File: config.mk
export PLATFORM = sky130hd
export DESIGN_NAME = ft601_bus_emulator_flat
export DESIGN_NICKNAME = d
export VERILOG_FILES = /design/src/rtl/ft601_pkg.sv /design/src/rtl/ft601_bus_emulator_if.sv /design/src/rtl/ft601_sync_fifo.sv /design/src/rtl/ft601_bus_emulator.sv /design/src/flat_wrapper.sv
export SDC_FILE = /design/constraint.sdc
export NUM_CORES = 1
export LEC_CHECK = 0
export ABC_CLOCK_PERIOD_IN_PS = 7300
export CAP_MARGIN = 40
export CORE_MARGIN = 2
export CORE_UTILIZATION = 55
export CTS_CLUSTER_SIZE = 40
export DETAILED_ROUTE_END_ITERATION = 6
export PLACE_DENSITY = 0.85
export SKIP_LAST_GASP = 1
export SYNTH_ARGS = -nofsm -noshare
export SYNTH_HDL_FRONTEND = slang
export SYNTH_SLANG_ARGS = --single-unit
File: constraint.sdc
create_clock -name clk -period 7.3 [get_ports clk]
set_clock_uncertainty 0.05 [all_clocks]
set_input_delay 2.19 -clock clk [delete_from_list [all_inputs] [get_ports clk]]
set_output_delay 2.19 -clock clk [all_outputs]
set_load 0.005 [all_outputs]
File: src/rtl/ft601_pkg.sv
// Shared types and constants for the FT601 245-synchronous bus emulator.
// Used by the interface, the FIFO wrapper and ft601_bus_emulator.
package ft601_pkg;

    localparam int FT601_DATA_W = 32;
    localparam int FT601_BE_W   = 4;
    localparam int FT601_WORD_W = FT601_DATA_W + FT601_BE_W;

    typedef struct packed {
        logic [FT601_DATA_W-1:0] data;
        logic [FT601_BE_W-1:0]   be;
    } ft601_word_t;

    typedef enum logic [1:0] {
        IDLE    = 2'd0,
        RD_ARM  = 2'd1,
        RD_XFER = 2'd2,
        WR_XFER = 2'd3
    } ft601_emu_state_t;

    function automatic ft601_word_t ft601_pack(input logic [FT601_DATA_W-1:0] data,
                                               input logic [FT601_BE_W-1:0]   be);
        ft601_word_t w;
        w.data = data;
        w.be   = be;
        return w;
    endfunction

endpackage

File: src/rtl/ft601_bus_emulator_if.sv
// FT601 245-synchronous FIFO bus between controller (master) and chip side (slave).
// Tristate resolution of the shared data lines is left to the board-level top.
interface ft601_bus_emulator_if;
    import ft601_pkg::*;

    logic                    usb_wren_l;
    logic                    usb_rden_l;
    logic                    usb_outen_l;
    logic                    usb_rst_l;
    logic                    usb_txe;
    logic                    usb_rxf;
    logic [FT601_DATA_W-1:0] bus_din;
    logic [FT601_BE_W-1:0]   be_din;
    logic [FT601_DATA_W-1:0] bus_dout;
    logic [FT601_BE_W-1:0]   be_dout;
    logic                    bus_oe;

    modport master (
        output usb_wren_l, usb_rden_l, usb_outen_l, usb_rst_l, bus_din, be_din,
        input  usb_txe, usb_rxf, bus_dout, be_dout, bus_oe
    );

    modport slave (
        input  usb_wren_l, usb_rden_l, usb_outen_l, usb_rst_l, bus_din, be_din,
        output usb_txe, usb_rxf, bus_dout, be_dout, bus_oe
    );

endinterface

File: src/rtl/ft601_sync_fifo.sv
// First-word fall-through synchronous FIFO with occupancy count and sync flush.
// DEPTH must be a power of two so the pointers wrap naturally.
module ft601_sync_fifo #(
    parameter int DEPTH  = 16,
    parameter int DATA_W = 36
) (
    input  logic                       clk,
    input  logic                       rst,
    input  logic                       flush,
    input  logic                       push,
    input  logic [DATA_W-1:0]          din,
    input  logic                       pop,
    output logic [DATA_W-1:0]          dout,
    output logic [$clog2(DEPTH):0]     count
);
    localparam int AW = $clog2(DEPTH);
    localparam logic [AW:0] FULL_CNT = (AW+1)'(DEPTH);

    logic [DATA_W-1:0] mem [DEPTH];
    logic [AW-1:0]     wr_ptr;
    logic [AW-1:0]     rd_ptr;
    logic              full;
    logic              empty;
    logic              push_ok;
    logic              pop_ok;

    assign full    = (count == FULL_CNT);
    assign empty   = (count == '0);
    assign push_ok = push && !full;
    assign pop_ok  = pop && !empty;
    assign dout    = mem[rd_ptr];

    always_ff @(posedge clk) begin
        if (rst || flush) begin
            wr_ptr <= '0;
            rd_ptr <= '0;
            count  <= '0;
        end else begin
            if (push_ok) wr_ptr <= wr_ptr + 1'b1;
            if (pop_ok)  rd_ptr <= rd_ptr + 1'b1;
            case ({push_ok, pop_ok})
                2'b10:   count <= count + 1'b1;
                2'b01:   count <= count - 1'b1;
                default: count <= count;
            endcase
        end
    end

    // Storage carries no reset; validity is tracked entirely by the pointers.
    always_ff @(posedge clk) begin
        if (push_ok) mem[wr_ptr] <= din;
    end

endmodule

File: src/rtl/ft601_bus_emulator.sv
// Chip-side model of the FT601 245 synchronous FIFO bus with host stream ports.
// Define FT601_EMU_LOOPBACK_EN to route TX words back into RX instead of the host.
module ft601_bus_emulator
    import ft601_pkg::*;
#(
    parameter int DEPTH = 16
) (
    input  logic                    clk,
    input  logic                    rst,
    ft601_bus_emulator_if.slave     bus,
    input  logic [FT601_DATA_W-1:0] host_wr_data,
    input  logic [FT601_BE_W-1:0]   host_wr_be,
    input  logic                    host_wr_valid,
    output logic                    host_wr_ready,
    output logic [FT601_DATA_W-1:0] host_rd_data,
    output logic [FT601_BE_W-1:0]   host_rd_be,
    output logic                    host_rd_valid,
    input  logic                    host_rd_ready,
    output logic                    err_overrun,
    output logic                    err_underrun,
    output logic                    err_protocol
);
    localparam int CW = $clog2(DEPTH) + 1;
    localparam logic [CW-1:0] FULL_CNT = CW'(DEPTH);

    ft601_emu_state_t state, state_nxt;
    ft601_word_t      rx_din, rx_head, tx_head, tx_din;
    logic [CW-1:0]    rx_count, tx_count;
    logic             rx_push, rx_pop, tx_push, tx_pop;
    logic             rx_full, rx_empty, tx_full, tx_empty;
    logic             wr_req, rd_req, oe_req, chip_flush;

    assign wr_req     = !bus.usb_wren_l;
    assign rd_req     = !bus.usb_rden_l;
    assign oe_req     = !bus.usb_outen_l;
    assign chip_flush = !bus.usb_rst_l;

    // Flags come only from registered counts so the controller sees no comb loop.
    assign rx_full  = (rx_count == FULL_CNT);
    assign rx_empty = (rx_count == '0);
    assign tx_full  = (tx_count == FULL_CNT);
    assign tx_empty = (tx_count == '0);

    assign bus.usb_txe  = tx_full;
    assign bus.usb_rxf  = rx_empty;
    assign bus.bus_oe   = oe_req && !wr_req;
    assign bus.bus_dout = rx_empty ? '0 : rx_head.data;
    assign bus.be_dout  = rx_empty ? '0 : rx_head.be;

    assign rx_pop  = rd_req && oe_req && !rx_empty;
    assign tx_push = wr_req && !tx_full;
    assign tx_din  = ft601_pack(bus.bus_din, bus.be_din);

    assign host_wr_ready = !rx_full;
    assign host_rd_data  = tx_empty ? '0 : tx_head.data;
    assign host_rd_be    = tx_empty ? '0 : tx_head.be;

`ifdef FT601_EMU_LOOPBACK_EN
    logic loop_move;
    // Host writer wins; the TX head only moves when the host is not offering a word.
    assign loop_move     = !tx_empty && !rx_full && !host_wr_valid;
    assign rx_push       = (host_wr_valid && !rx_full) || loop_move;
    assign rx_din        = host_wr_valid ? ft601_pack(host_wr_data, host_wr_be) : tx_head;
    assign tx_pop        = loop_move;
    assign host_rd_valid = 1'b0;
`else
    assign rx_push       = host_wr_valid && !rx_full;
    assign rx_din        = ft601_pack(host_wr_data, host_wr_be);
    assign tx_pop        = host_rd_ready && !tx_empty;
    assign host_rd_valid = !tx_empty;
`endif

    ft601_sync_fifo #(.DEPTH(DEPTH), .DATA_W(FT601_WORD_W)) u_rx_fifo (
        .clk   (clk),
        .rst   (rst),
        .flush (chip_flush),
        .push  (rx_push),
        .din   (rx_din),
        .pop   (rx_pop),
        .dout  (rx_head),
        .count (rx_count)
    );

    ft601_sync_fifo #(.DEPTH(DEPTH), .DATA_W(FT601_WORD_W)) u_tx_fifo (
        .clk   (clk),
        .rst   (rst),
        .flush (chip_flush),
        .push  (tx_push),
        .din   (tx_din),
        .pop   (tx_pop),
        .dout  (tx_head),
        .count (tx_count)
    );

    always_ff @(posedge clk) begin
        if (rst || chip_flush) state <= IDLE;
        else                   state <= state_nxt;
    end

    always_comb begin
        state_nxt = state;
        case (state)
            IDLE: begin
                if (wr_req)                state_nxt = WR_XFER;
                else if (oe_req && !rd_req) state_nxt = RD_ARM;
            end
            RD_ARM: begin
                if (!oe_req)     state_nxt = IDLE;
                else if (rd_req) state_nxt = RD_XFER;
            end
            RD_XFER: begin
                if (!oe_req) state_nxt = IDLE;
            end
            WR_XFER: begin
                if (!wr_req) state_nxt = IDLE;
            end
            default: state_nxt = IDLE;
        endcase
    end

    // Sticky error flags; a flush in the same cycle beats any new event.
    always_ff @(posedge clk) begin
        if (rst || chip_flush) begin
            err_overrun  <= 1'b0;
            err_underrun <= 1'b0;
            err_protocol <= 1'b0;
        end else begin
            if (wr_req && tx_full)           err_overrun  <= 1'b1;
            if (rd_req && oe_req && rx_empty) err_underrun <= 1'b1;
            if ((rd_req && state == IDLE) || (wr_req && oe_req))
                err_protocol <= 1'b1;
        end
    end

endmodule

File: src/flat_wrapper.sv
// flat-port wrapper written by rule: the top's interface ports become plain ports
module ft601_bus_emulator_flat import ft601_pkg::*;
#(
    parameter int DEPTH = 16
)
  (clk, rst, host_wr_data, host_wr_be, host_wr_valid, host_wr_ready, host_rd_data, host_rd_be, host_rd_valid, host_rd_ready, err_overrun, err_underrun, err_protocol, bus_usb_wren_l, bus_usb_rden_l, bus_usb_outen_l, bus_usb_rst_l, bus_bus_din, bus_be_din, bus_usb_txe, bus_usb_rxf, bus_bus_dout, bus_be_dout, bus_bus_oe);
  ft601_bus_emulator_if bus_i ();
  input  logic clk;
  input  logic rst;
  input  logic [FT601_DATA_W-1:0] host_wr_data;
  input  logic [FT601_BE_W-1:0] host_wr_be;
  input  logic host_wr_valid;
  output logic host_wr_ready;
  output logic [FT601_DATA_W-1:0] host_rd_data;
  output logic [FT601_BE_W-1:0] host_rd_be;
  output logic host_rd_valid;
  input  logic host_rd_ready;
  output logic err_overrun;
  output logic err_underrun;
  output logic err_protocol;
  input wire logic [$bits(bus_i.usb_wren_l)-1:0] bus_usb_wren_l;
  input wire logic [$bits(bus_i.usb_rden_l)-1:0] bus_usb_rden_l;
  input wire logic [$bits(bus_i.usb_outen_l)-1:0] bus_usb_outen_l;
  input wire logic [$bits(bus_i.usb_rst_l)-1:0] bus_usb_rst_l;
  input wire logic [$bits(bus_i.bus_din)-1:0] bus_bus_din;
  input wire logic [$bits(bus_i.be_din)-1:0] bus_be_din;
  output wire logic [$bits(bus_i.usb_txe)-1:0] bus_usb_txe;
  output wire logic [$bits(bus_i.usb_rxf)-1:0] bus_usb_rxf;
  output wire logic [$bits(bus_i.bus_dout)-1:0] bus_bus_dout;
  output wire logic [$bits(bus_i.be_dout)-1:0] bus_be_dout;
  output wire logic [$bits(bus_i.bus_oe)-1:0] bus_bus_oe;
  assign bus_i.usb_wren_l = bus_usb_wren_l;
  assign bus_i.usb_rden_l = bus_usb_rden_l;
  assign bus_i.usb_outen_l = bus_usb_outen_l;
  assign bus_i.usb_rst_l = bus_usb_rst_l;
  assign bus_i.bus_din = bus_bus_din;
  assign bus_i.be_din = bus_be_din;
  assign bus_usb_txe = bus_i.usb_txe;
  assign bus_usb_rxf = bus_i.usb_rxf;
  assign bus_bus_dout = bus_i.bus_dout;
  assign bus_be_dout = bus_i.be_dout;
  assign bus_bus_oe = bus_i.bus_oe;
  ft601_bus_emulator #(.DEPTH(DEPTH)) u_core (.clk(clk), .rst(rst), .bus(bus_i), .host_wr_data(host_wr_data), .host_wr_be(host_wr_be), .host_wr_valid(host_wr_valid), .host_wr_ready(host_wr_ready), .host_rd_data(host_rd_data), .host_rd_be(host_rd_be), .host_rd_valid(host_rd_valid), .host_rd_ready(host_rd_ready), .err_overrun(err_overrun), .err_underrun(err_underrun), .err_protocol(err_protocol));
endmodule
==> metrics.txt, run 1 <==
post_cts resized=0; final cell count without fillers=3341; pwr/cell area=261 nW/µm²; Critical Path Source Type=flip-flop; crit path max fanout=38; CTS tree=yes; first-pass GRT wire length=154000 µm; vias per inst=6.49; number of synthesized register bits=1191; post-route cell area=52700 µm²; Setup CP Type=reg2out; grt ovf=0; post-route minimum period=6.12 ns; Tightest Hold Check Type=reg2reg; ys async rst share=0%; Layout fillers=5063; Hold Crit Start=u_core.err_underrun$_SDFFE_PP0P_; vias in the first global route=22.6k; max-cap viol count=0; CP Data Arrival Time=3.88 ns; DRT Wirelength=106000 µm; initial antenna violation count=10; largest net degree at the start of global routing=93; slew at the pin closest to its max-slew limit=0.892 ns; met3 Use GR=5.26%; RSZ-0062 raised after global routing=false; antenna-violating nets left=0; Area Overhead vs Synth=15.1%; CTS root buf=clkbuf_16; setup TNS=0 ns; Syn Nets=2043; first-pass iteration count of the detailed router=7; DR vias=21.7k; Post-DP HPWL=53500 µm; clock sink count=1191; die width=293 µm; clock network power share=41.4%; Post-synth EDFFs=1152; die area=85600 µm²; internal power=11.0 mW; H-tree depth=3; register area=35400 µm²; met1 Usage GRT=30.9%; Multi-input gate area=10100 µm²; Core ar.=82200 µm²; GP Congestion=0.762; Rel. slew slack=40.4%; DRT iter0 DRCs=2280; NetSw=2.80 mW; most common cell after layout, fill and taps aside=edfxtp_1; Rows=105; routed len/inst=31.7 µm; Tot GR Track Use=24.9%; M2 GR Usage=44.4%; mean area per synthesized cell=23.5 µm²; Final Hold Fails=0; dpl cell area=49100 µm²; Post-CTS Setup Inserts=0; Slew Viols, Final=0; final setup vio count=0; final net count=2278; r2r setup slk=4.03 ns; hold buffers post-CTS=0; Final Core Density=64.1%; ys flop type=edfxtp_1; sequential power share=55.0%; initial core utilization=55.7%; commonest non-fill, non-tap cells in the layout=edfxtp_1 (1152), mux4_2 (360), clkdlybuf4s50_1 (159); logic gate share of total power=3.6%; peak supply drop=0.251 mV; Post-Syn Instances=1949; post-route clock period utilization=83.8%; Worst-Skew Late Latency=0.67 ns; Tot Pwr=13.8 mW; clk buf depth=3; layout cells sized above 1=27.8%; Net Sw Frac=20.4%; Yosys cell types=45; Post-Syn Area=45800 µm²; TritonCTS buffer count=111; FF-to-FF Start=u_core.u_tx_fifo.count[1]$_SDFFE_PP0P_; IO Port Bufs=159; register area share after synthesis=77.2%; io pins=160; Reg clk slew, reported paths=0.06 ns; Pleak=15.9 nW; CP required=5.06 ns; Setup crit end kind=primary output; Most Crowded Layer GR=met2; # DRC=0; Yosys warnings=0; Die Span Y=293 µm; achievable frequency=163 MHz; Post-Place Cells=3139; status=finished clean
sequential cells by signal, indices dropped and copies added (netlist names), named ones only:
signal and cells:
u_core.u_tx_fifo.wr_ptr 4, u_core.u_tx_fifo.count 5, u_core.err_underrun 1, u_core.u_tx_fifo.rd_ptr 4, u_core.err_protocol 1, u_core.u_rx_fifo.wr_ptr 4, u_core.u_rx_fifo.mem 576, u_core.state 2
u_core.u_rx_fifo.rd_ptr 4, u_core.u_rx_fifo.count 5, u_core.err_overrun 1, u_core.u_tx_fifo.mem 576
power groups by stage:
stage	combinational (mW)	sequential [mW]	clock, mW
finish	0.499	7.57	5.69
global route	0.531	7.57	6.00
CTS	0.501	7.57	5.76
detailed placement	0.489	7.71	0
global placement	0.468	7.70	0
floorplan	0.226	7.70	0
cells by family (layout without fill, tap and decap cells):
logic type	Yosys count	after routing	synth area share, %
adders and majority gates	14	14	0.382
DFF	1191	1191	77.2
AOI/OAI and AO/OA	38	38	0.505
muxes	367	367	17.9
and+or+nand+nor	207	207	2.40
buffers and inverters	114	435	1.26
xor gates and xnor gates	18	18	0.344
other	0	1	0
metal layers:
metal  vias to the layer above  part of all wire (%)
met4                        18                   2.5
met3                       213                   8.2
li1                       8696                     -
met5                         -                  0.12
met2                      1251                    54
met1                     11500                    35
worst paths after layout:
path | end | cells past startpoint
setup / recovery | host_rd_data[28] | 5
hold / removal | u_core.err_underrun$_SDFFE_PP0P_ | 2
setup reg to reg | u_core.u_tx_fifo.mem[9][13]$_DFFE_PP_ | 5
hold reg to reg | u_core.err_underrun$_SDFFE_PP0P_ | 2
area by class of cell:
type / count / area share (%)
antenna: 1 / 0.00475
tap: 1070 / 2.54
sequential: 1191 / 67.2
clock buffer: 136 / 5.47
timing repair buffer: 224 / 4.32
clock inverter: 63 / 1.31
multi-input combinational: 644 / 19.1
inverter: 12 / 0.0855
synthesized netlist by cell type, types with 3 or more instances:
cell type  number  area [µm²]
edfxtp_1     1152       34600
nand2_1        21        78.8
nor2_1         66         248
clkbuf_1       42         158
inv_1          12        45.0
xor2_1         13         114
buf_2          31         155
nand4_1         4        25.0
o21ai_0         5        25.0
a21oi_1        19        95.1
buf_6          15         169
nor2b_1        40         250
mux4_2        360        8110
buf_1          14        52.6
ha_1           14         175
and2_1         38         238
xnor2_1         5        43.8
or3_1           3        18.8
nor3_1         16        80.1
nand2b_1        7        43.8
mux2i_1         6        60.1
dfxtp_1        39         781
worst max-delay path, cell delays in order, from the launching register on:
cell and delay, ns:
dfxtp_4 0.88, buf_4 0.55, mux4_2 0.60, mux4_2 0.49
and2_1 0.19, clkdlybuf4s50_1 0.48
per-stage QoR:
step | setup WS, ns | hold WS, ns
finish | 1.18 | 0.421
floorplan | 1.30 | 0.410
global route | 0.921 | 0.460
global placement | 1.49 | 0.400
detailed placement | 1.49 | 0.411
CTS | 1.04 | 0.425
No activity file was read; power rests on OpenSTA's default activity.
==> run 2: changes to the inputs <==
--- a/config.mk
+++ b/config.mk
@@ -5,13 +5,13 @@
 export SDC_FILE = /design/constraint.sdc
 export NUM_CORES = 1
 export LEC_CHECK = 0
-export ABC_CLOCK_PERIOD_IN_PS = 7300
+export ABC_CLOCK_PERIOD_IN_PS = 5200
 export CAP_MARGIN = 40
 export CORE_MARGIN = 2
 export CORE_UTILIZATION = 55
 export CTS_CLUSTER_SIZE = 40
 export DETAILED_ROUTE_END_ITERATION = 6
-export PLACE_DENSITY = 0.85
+export PLACE_DENSITY = 0.88
 export SKIP_LAST_GASP = 1
 export SYNTH_ARGS = -nofsm -noshare
 export SYNTH_HDL_FRONTEND = slang
==> constraint.sdc (replaced) <==
create_clock -name clk -period 5.2 [get_ports clk]
set_clock_uncertainty 0.05 [all_clocks]
set_input_delay 1.56 -clock clk [delete_from_list [all_inputs] [get_ports clk]]
set_output_delay 1.56 -clock clk [all_outputs]
set_load 0.005 [all_outputs]
==> run 2 against run 1 <==
  * Hold slack better by 0.0066 ns
  * Global-route usage up 1.1 points
  * Critical path depth unchanged
  * First-iteration DRC count up 9.4%
  * Combinational power up 42%
  * Die area unchanged
  * Critical path type unchanged
  * Highest routed layer unchanged
==> metrics.txt, run 2 (synthesis results as in run 1) <==
NetSw=3.98 mW; Core ar.=82200 µm²; hold buffers post-CTS=0; Final Hold Fails=0; clock sink count=1191; Reg clk slew, reported paths=0.06 ns; Tightest Hold Check Type=reg2reg; CP max stage cell=mux4_2; status=finished clean; post-route cell area=52900 µm²; DRT Wirelength=109000 µm; IO Port Bufs=159; die area=85600 µm²; grt ovf=0; logic gate share of total power=3.7%; CP cell instances=buf_12 > mux4_2 > mux4_2 > nor2b_1 > clkdlybuf4s50_1; r2r setup slk=2.08 ns; Worst-Skew Late Latency=0.67 ns; Setup crit end kind=primary output; initial antenna violation count=7; FF-to-FF Start=u_core.u_tx_fifo.count[0]$_SDFFE_PP0P_; Area Overhead vs Synth=15.4%; post-route minimum period=4.98 ns; antenna-violating nets left=0; layout cells sized above 1=27.7%; Pleak=15.9 nW; TritonCTS buffer count=113; Critical Path Source Type=flip-flop; Rel. slew slack=43.3%; max-cap viol count=0; H-tree depth=3; slew at the pin closest to its max-slew limit=0.850 ns; CP Data Arrival Time=3.37 ns; GP Congestion=0.761; slowest stage delay, CP=0.58 ns; Net Sw Frac=20.5%; Hold Crit Start=u_core.err_underrun$_SDFFE_PP0P_; post_cts resized=0; achievable frequency=201 MHz; R2R depth=12; Post-CTS Setup Inserts=0; Die Span Y=293 µm; # DRC=0; final setup vio count=0; setup TNS=0 ns; initial core utilization=55.7%; clk buf depth=3; dpl cell area=49200 µm²; internal power=15.4 mW; clock network power share=41.6%; CP required=3.59 ns; most common cell after layout, fill and taps aside=edfxtp_1; Post-DP HPWL=54100 µm; largest net degree at the start of global routing=63; hold path endpoint=u_core.err_underrun$_SDFFE_PP0P_; largest registers=u_core.u_rx_fifo.mem (576), u_core.u_tx_fifo.mem (576); io pins=160; final net count=2278; peak supply drop=0.425 mV; WHS Path Cells=2; first-pass GRT wire length=160000 µm; CTS root buf=clkbuf_16; RSZ-0062 raised after global routing=false; DRT iter0 DRCs=2494; commonest non-fill, non-tap cells in the layout=edfxtp_1 (1152), mux4_2 (360), clkdlybuf4s50_1 (159); vias per inst=6.56; vias in the first global route=23.5k; post-route clock period utilization=95.7%; pwr/cell area=367 nW/µm²; CTS tree=yes; Setup CP Type=reg2out; routed len/inst=32.4 µm; first-pass iteration count of the detailed router=5; Rows=105; r2r endpoint=u_core.u_tx_fifo.count[4]$_SDFFE_PP0P_; DR vias=22.0k; die width=293 µm; Most Frequent Cell on Critical Path=mux4_2; sequential power share=54.7%; Tot GR Track Use=26.0%; Slew Viols, Final=0; crit path max fanout=38
==> run 2: cell types whose count changed in the layout (fill, tap and decap cells not counted), sizes merged <==
cell,delta
diode,+2
clkinvlp,+2
inv,-3
buf,-2
bufinv,-2
clkbuf,+8
clkinv,+5
==> run 2: through the flow <==
step / utilization (%) / instances / setup WS (ns) / hold WS (ns) / power, mW
detailed placement: 59.8 / 3139 / 0.433 / 0.415 / 11.5
CTS: 64.3 / 3348 / 0.154 / 0.430 / 19.5
finish: 64.3 / 3351 / 0.221 / 0.427 / 19.4
floorplan: - / 1949 / 0.0106 / 0.410 / 11.1
global route: 64.3 / 3350 / 0.0613 / 0.463 / 19.9
global placement: 59.8 / 3139 / 0.537 / 0.400 / 11.5
==> run 2: critical path, delay by kind of cell (launching register included) <==
family / cells / cell delay (ns)
muxes: 2 / 1.12
buffers and inverters: 2 / 0.85
DFF: 1 / 0.53
and+or+nand+nor: 1 / 0.17
==> run 2: cell type report <==
class	count	area, µm²
sequential	1191	35400
fill	4963	29400
multi-input combinational	644	10100
clock buffer	144	3000
timing repair buffer	222	2340
tap	1070	1340
clock inverter	65	643
inverter	12	45.0
antenna	3	7.51
==> run 2: power by group through the flow <==
stage | logic [mW] | registers [mW] | clock network [mW]
after global placement | 0.662 | 10.8 | 0
final | 0.711 | 10.6 | 8.07
after detailed placement | 0.700 | 10.8 | 0
after global routing | 0.760 | 10.6 | 8.50
after CTS | 0.717 | 10.6 | 8.18
after floorplan | 0.318 | 10.8 | 0
==> run 2: worst max path at each step <==
stage | to | slack (ns) | startpoint
after floorplan | u_core.u_rx_fifo.mem[0][0]$_DFFE_PP_ | 0.01 | host_wr_valid
after global placement | u_core.u_rx_fifo.count[4]$_SDFFE_PP0P_ | 0.54 | bus_usb_outen_l
after detailed placement | u_core.u_rx_fifo.count[4]$_SDFFE_PP0P_ | 0.43 | bus_usb_outen_l
after CTS | bus_bus_dout[0] | 0.15 | flip-flop
after global routing | bus_bus_dout[0] | 0.06 | flip-flop
final | bus_bus_dout[7] | 0.22 | flip-flop
==> run 2: layer usage <==
metal | global-route usage [%] | vias to the layer above | share of wire [%]
met1 | 31.2 | 11600 | 34
met4 | 10.8 | 8 | 3.9
li1 | - | 8709 | -
met3 | 4.76 | 288 | 7.9
met2 | 46.4 | 1384 | 54
met5 | 0 | - | 0.044
